==> src/rtl/mlsu_meta_bcast_fifo.sv <==
// mlsu_meta_bcast_fifo: broadcasts MLSU meta beats to NUM_OUT consumers,
// each consumer draining its own DEPTH-entry FIFO independently.
// Ports:
//   clk_i, rst_i        clock, synchronous active-high reset
//   in_valid_i/ready_o  input beat handshake
//   in_dest_i           per-beat consumer mask (bit k -> consumer k)
//   in_data_i           payload
//   out_valid_o/ready_i per-consumer handshake
//   out_data_o          per-consumer head payload, packed k*DATA_W
//   occ_o               per-consumer occupancy, packed k*CNT_W
//   idle_o              all FIFOs empty
module mlsu_meta_bcast_fifo #(
  parameter int NUM_OUT = 2,
  parameter int DEPTH   = 2,
  parameter int DATA_W  = 64,
  parameter int CNT_W   = $clog2(DEPTH + 1)
) (
  input  logic                      clk_i,
  input  logic                      rst_i,
  input  logic                      in_valid_i,
  output logic                      in_ready_o,
  input  logic [NUM_OUT-1:0]        in_dest_i,
  input  logic [DATA_W-1:0]         in_data_i,
  output logic [NUM_OUT-1:0]        out_valid_o,
  input  logic [NUM_OUT-1:0]        out_ready_i,
  output logic [NUM_OUT*DATA_W-1:0] out_data_o,
  output logic [NUM_OUT*CNT_W-1:0]  occ_o,
  output logic                      idle_o
);

  localparam int PTR_W = (DEPTH > 1) ? $clog2(DEPTH) : 1;

  logic [CNT_W-1:0]  cnt_q [NUM_OUT];
  logic [CNT_W-1:0]  cnt_d [NUM_OUT];
  logic [PTR_W-1:0]  wr_q  [NUM_OUT];
  logic [PTR_W-1:0]  wr_d  [NUM_OUT];
  logic [PTR_W-1:0]  rd_q  [NUM_OUT];
  logic [PTR_W-1:0]  rd_d  [NUM_OUT];
  logic [DATA_W-1:0] mem_q [NUM_OUT][DEPTH];

  logic [NUM_OUT-1:0] full;
  logic [NUM_OUT-1:0] push;
  logic [NUM_OUT-1:0] pop;
  logic               accept;

  function automatic logic [PTR_W-1:0] inc(
    input logic [PTR_W-1:0] p
  );
    return (p == PTR_W'(DEPTH - 1)) ? '0 : p + 1'b1;
  endfunction

  // Ready looks only at registered occupancy, so a full FIFO
  // popping this cycle still blocks the push until next cycle.
  always_comb begin
    full = '0;
    for (int k = 0; k < NUM_OUT; k++) begin
      full[k] = (cnt_q[k] == CNT_W'(DEPTH));
    end
  end

  assign in_ready_o = &(~in_dest_i | ~full);
  assign accept     = in_valid_i & in_ready_o;
  assign push       = {NUM_OUT{accept}} & in_dest_i;
  assign pop        = out_valid_o & out_ready_i;

  always_comb begin
    for (int k = 0; k < NUM_OUT; k++) begin
      cnt_d[k] = cnt_q[k];
      wr_d[k]  = wr_q[k];
      rd_d[k]  = rd_q[k];
      if (push[k]) wr_d[k] = inc(wr_q[k]);
      if (pop[k])  rd_d[k] = inc(rd_q[k]);
      unique case ({push[k], pop[k]})
        2'b10:   cnt_d[k] = cnt_q[k] + 1'b1;
        2'b01:   cnt_d[k] = cnt_q[k] - 1'b1;
        default: cnt_d[k] = cnt_q[k];
      endcase
    end
  end

  always_ff @(posedge clk_i) begin
    if (rst_i) begin
      for (int k = 0; k < NUM_OUT; k++) begin
        cnt_q[k] <= '0;
        wr_q[k]  <= '0;
        rd_q[k]  <= '0;
      end
    end else begin
      for (int k = 0; k < NUM_OUT; k++) begin
        cnt_q[k] <= cnt_d[k];
        wr_q[k]  <= wr_d[k];
        rd_q[k]  <= rd_d[k];
      end
    end
  end

  // Payload storage carries no reset; validity comes from cnt_q.
  always_ff @(posedge clk_i) begin
    for (int k = 0; k < NUM_OUT; k++) begin
      if (push[k] && !rst_i) mem_q[k][wr_q[k]] <= in_data_i;
    end
  end

  always_comb begin
    out_valid_o = '0;
    out_data_o  = '0;
    occ_o       = '0;
    for (int k = 0; k < NUM_OUT; k++) begin
      out_valid_o[k]                   = (cnt_q[k] != '0);
      out_data_o[k*DATA_W +: DATA_W]   = mem_q[k][rd_q[k]];
      occ_o[k*CNT_W +: CNT_W]          = cnt_q[k];
    end
  end

  assign idle_o = ~|out_valid_o;

  for (genvar k = 0; k < NUM_OUT; k++) begin : g_chk
    a_no_ovf: assert property (
      @(posedge clk_i) disable iff (rst_i)
      push[k] |-> !full[k]);
    a_no_udf: assert property (
      @(posedge clk_i) disable iff (rst_i)
      pop[k] |-> (cnt_q[k] != '0));
  end

  a_in_hold: assert property (
    @(posedge clk_i) disable iff (rst_i)
    in_valid_i && !in_ready_o |=>
      in_valid_i && $stable(in_data_i) && $stable(in_dest_i));

endmodule

==> config.mk <==
export PLATFORM = sky130hd
export DESIGN_NAME = mlsu_meta_bcast_fifo
export DESIGN_NICKNAME = d
export VERILOG_FILES = /design/src/rtl/mlsu_meta_bcast_fifo.sv
export SDC_FILE = /design/constraint.sdc
export NUM_CORES = 1
export LEC_CHECK = 0
export ABC_AREA = 1
export ABC_CLOCK_PERIOD_IN_PS = 5000
export CAP_MARGIN = 20
export CELL_PAD_IN_SITES_DETAIL_PLACEMENT = 0
export CELL_PAD_IN_SITES_GLOBAL_PLACEMENT = 1
export CORE_UTILIZATION = 41
export DETAILED_ROUTE_END_ITERATION = 10
export PLACE_DENSITY_LB_ADDON = 0.1
export SETUP_SLACK_MARGIN = 0.15
export SLEW_MARGIN = 20
export SYNTH_ARGS = -nofsm -noshare
export SYNTH_HDL_FRONTEND = slang
export SYNTH_SLANG_ARGS = --single-unit
==> constraint.sdc <==
create_clock -name clk_i -period 5 [get_ports clk_i]
set_input_delay 0.5 -clock clk_i [delete_from_list [all_inputs] [get_ports clk_i]]
set_output_delay 0.5 -clock clk_i [all_outputs]
set_load 0.1 [all_outputs]
## Word level (Yosys, flattened, before mapping)

Memories as Yosys holds them, arrays and structs flattened.
Cells that the tools add are included.

- Add/subtract/negate cells: 8
- Order comparisons: 6
- Equal/unequal tests: 6
- Muxes and demuxes: 33
- Bitwise gates (word level): 16
- Reductions and logical operators: 10

Operator list:

| kind | number |
|---|---|
| 64-bit two-way mux | 8 |
| 128-bit two-way mux | 2 |
| 64-bit demux with 1-bit select | 2 |
| 1-bit two-way mux | 17 |
| 2-bit equality test (second input constant) | 4 |
| 2-bit >= comparator (second input constant) | 4 |
| 1-bit NOT with 2-bit output | 4 |
| 2-bit one-hot mux with 2 select lines | 2 |
| 1-bit OR | 6 |
| 1-bit adder (second input constant) | 4 |
| 2-bit by 1-bit adder with 2-bit output (second input constant) | 2 |
| 2-bit bitwise AND | 2 |
| 2-bit by 1-bit equality test with 1-bit output (second input constant) | 2 |
| 1-bit logical AND | 4 |
| 2-bit by 1-bit less-than comparator with 1-bit output (second input constant) | 2 |
| 2-bit two-way mux | 2 |
| 2-bit NOT | 2 |
| 2-bit nonzero test | 2 |
| 2-bit by 1-bit subtractor with 2-bit output (second input constant) | 2 |
| 1-bit logical NOT | 2 |
| 2-bit OR | 1 |
| 2-bit AND reduction | 1 |
| 2-bit OR reduction | 1 |
| 1-bit bitwise AND | 1 |

- Register bits: 0
- Memory bits (writable): 264
- Input port bits: 71
- Output and inout port bits: 136
- Logic and storage cells: 83
- Memories kept: 4

Memories:

| memory | depth | bits a word | read ports | clocked after Yosys merged registers in | wr ports | line | text |
|---|---|---|---|---|---|---|---|
| mem_q | 2 | 128 | 2 | 0 | 2 | 39 | `logic [DATA_W-1:0] mem_q [NUM_OUT][DEPTH];` |
| cnt_q | 2 | 2 | 2 | 0 | 2 | 33 | `logic [CNT_W-1:0] cnt_q [NUM_OUT];` |
| rd_q | 2 | 1 | 2 | 0 | 2 | 37 | `logic [PTR_W-1:0] rd_q [NUM_OUT];` |
| wr_q | 2 | 1 | 2 | 0 | 2 | 35 | `logic [PTR_W-1:0] wr_q [NUM_OUT];` |

## Depth between registers and ports, before layout

- Word-level depth: 9
- Gate-level depth with buffers: 10
- Mapped depth without buffers: 10

## Least setup slack after synthesis

Ideal clock, no wire load.

- Path type: reg2reg
- From: memory cnt_q[0][2] (netlist name)
- To: memory mem_q[0][100] (netlist name) (enable)
- Setup time: 487 ps
- Data arrival time: 4117 ps
- Required time: 4513 ps
- Slack: 396 ps
- Stages on the path, launching flop included: 5
- Path buffers: 0
- Period minus slack after synthesis: 4604 ps
- Path through: dfxtp_1 -> inv_2 -> nand3_1 -> nand4_2 -> nor2_1

RTL lines:

| what | line |
|---|---|
| from (decl) | 33 |
| to (decl) | 39 |

==> out/metrics.csv <==
metric,value,unit
DR WL met2,10420,um
crit path DAT,3210,ps
initial antenna violation count,0,
Cell Rows,55,
fin util,57.10,%
clk sink count,264,
Via density,4.688,
startpoint types,register,
final cell count without fillers,1288,
Post-synth top cells,"nand2_1 (399), edfxtp_1 (256), buf_2 (22)",
Power Dens Cells,518.2,mW/mm2
Max Buffers Root-to-Sink,3,
Syn Nets,809,
top-level I/O count,207,
metal3 WL,1354,um
"CTS clk-pin slew, worst paths",60,ps
die area,0.02434,mm2
PortBufs,206,
setup TNS,0,ps
Die Ht,156.0,um
gr ovfl total,0,
synth top area cells,"edfxtp_1 (79%), nand2_1 (15%), dfxtp_1 (1.6%), buf_2 (1.1%), nor2_1 (0.42%)",
first-pass GRT wire length,33280,um
WS Path Type,register to output pin,
Max-slew headroom,28.76,%
pin count of the biggest net entering global routing,65,
period utilization,74.21,%
Pre-Repair DR Iteration Count,5,
Initial Util,42.44,%
DRC viols,0,
gpl congestion,0.7872,
final WL,21680,um
drt wl/cell,16.83,um
"area leader, netlist",edfxtp_1,
Tightest Pin Transition,1065,ps
"count leader, synth",nand2_1,
Final Max Slew Viols,0,
Mapped Cells,736,
Antenna Violating Nets Remaining,0,
CTS tree,built,
footprint of the multi-input gates,0.001720,mm2
Yosys warning count,0,
Setup-failing EPs final,0,
Critical Path RT,4500,ps
maximum fanout along the worst path,39,
layout cells sized above 1,6.667,%
Synth top area share,79.04,%
post-CTS setup buffers,0,
CP endpoint kind,output pin,
Final min period,3710,ps
H-Tree Depth,1,
Hold Buf Count CTS,0,
crit path launch,rd_q[0][0],
HPWL Detailed,12950,um
WHS,540.1,ps
Core Area,0.02292,mm2
unrepaired setup endpoints after global routing,false,
Total GRT Usage,17.99,%
RR Startpoint,cnt_q[0][0],
post-cts gate resize count,0,
Die X-Extent,156.0,um
# fillers,1854,
Final Cell Area,0.01308,mm2
Iter 0 DRT Violations,358,
Final Hold Vio Count,0,
vias post-DR,6038,
Mapped Area,0.009726,mm2
post-synthesis average cell area,13.21,um2
async set or reset register ratio after synthesis,0,%
peak supply drop,342.0,uV
Max Clock Freq,0.2695,GHz
status,"complete, no violations",
Worst Hold Class,register to register,
Post-synth EDFFs,256,
register area,0.007850,mm2
Max Used Layer,met4,
clock root buffer,clkbuf_16,
maxcap violations,0,
CTS Buf Count,28,
Layout Nets,1026,
"FF+latch count, synth",264,
LEAKAGE,0.004937,uW
latest clock arrival within the worst-skew pair,530,ps
ant diodes,0,
routed length on met1,9447,um
DP Area,0.01215,mm2
Final Skew,16.56,ps
min-delay src,cnt_q[0][2],
vias in the first global route,5976,
placed cell count,1236,
synth unique cells,17,
sequential cell area fraction in the yosys report,80.69,%
ys flop type,edfxtp_1,
area delta synth->final,34.53,%
==> logic make-up (layout without fill, tap and decap cells) <==
logic type / after synthesis / count (layout) / share of synthesized area, %
AOI/OAI and AO/OA: 12 / 12 / 0.6561
buffers and inverters: 40 / 279 / 1.904
DFF: 264 / 264 / 80.69
adders and majority gates: 2 / 2 / 0.2573
and+or+nand+nor: 418 / 418 / 16.49
==> routing by layer <==
layer,track usage (%),vias to the layer above
met5,0,-
met4,4.528,0
met3,3.944,35
met2,30.36,164
met1,23.59,2914
li1,-,2925
==> critical path: stages (launching register included) <==
cell,delay [ps]
dfxtp_2,320
inv_2,540
buf_4,440
nand2_1,90
nand2_1,110
clkdlybuf4s50_1,1150
==> layout make-up <==
cell class                      instances  share of cell area [%]
Clock inverter                         13                  0.9276
Multi-Input combinational cell        432                   13.15
Sequential cell                       264                   60.00
Tap cell                              313                   2.993
Inverter                               12                  0.3443
Timing Repair Buffer                  215                   16.37
Clock buffer                           39                   6.216
==> flip-flops by register name, indices dropped and copies added (netlist names) <==
| name | cells |
|---|---|
| rd_q | 2 |
| cnt_q | 4 |
| mem_q | 256 |
| wr_q | 2 |
==> placed cells by master, fill, tap and decap left out, drive strengths merged <==
cell type,count
nand4,2
inv,13
clkdlybuf4s50,206
bufinv,2
o21ai,6
buf,9
a21oi,6
nand2,399
clkinv,8
nor2,11
clkbuf,39
nand3,4
dfxtp,8
nor3,2
clkinvlp,2
edfxtp,256
ha,2
==> where the power goes <==
group          total (uW)  switching (uW)  internal, uW
Combinational        2210            1770           437
Clock                2040             803          1240
Sequential           2540            24.2          2510
==> worst paths after layout <==
path	to	slack, ps	cells past startpoint
hold reg to reg	cnt_q[0][2]	540	2
hold / removal	cnt_q[0][2]	540	2
setup / recovery	out_data_o[63]	1290	5
setup reg to reg	mem_q[0][36]	2830	5
==> stage by stage <==
stage          total power (uW)  worst slack, ps
3_5_place_dp               4802             1776
6_report                   6779             1290
3_3_place_gp               4794             1793
2_1_floorplan              4245            396.3
4_1_cts                    6849             1181
5_1_grt                    7006             1075
Power figures use the tool's default switching activity.
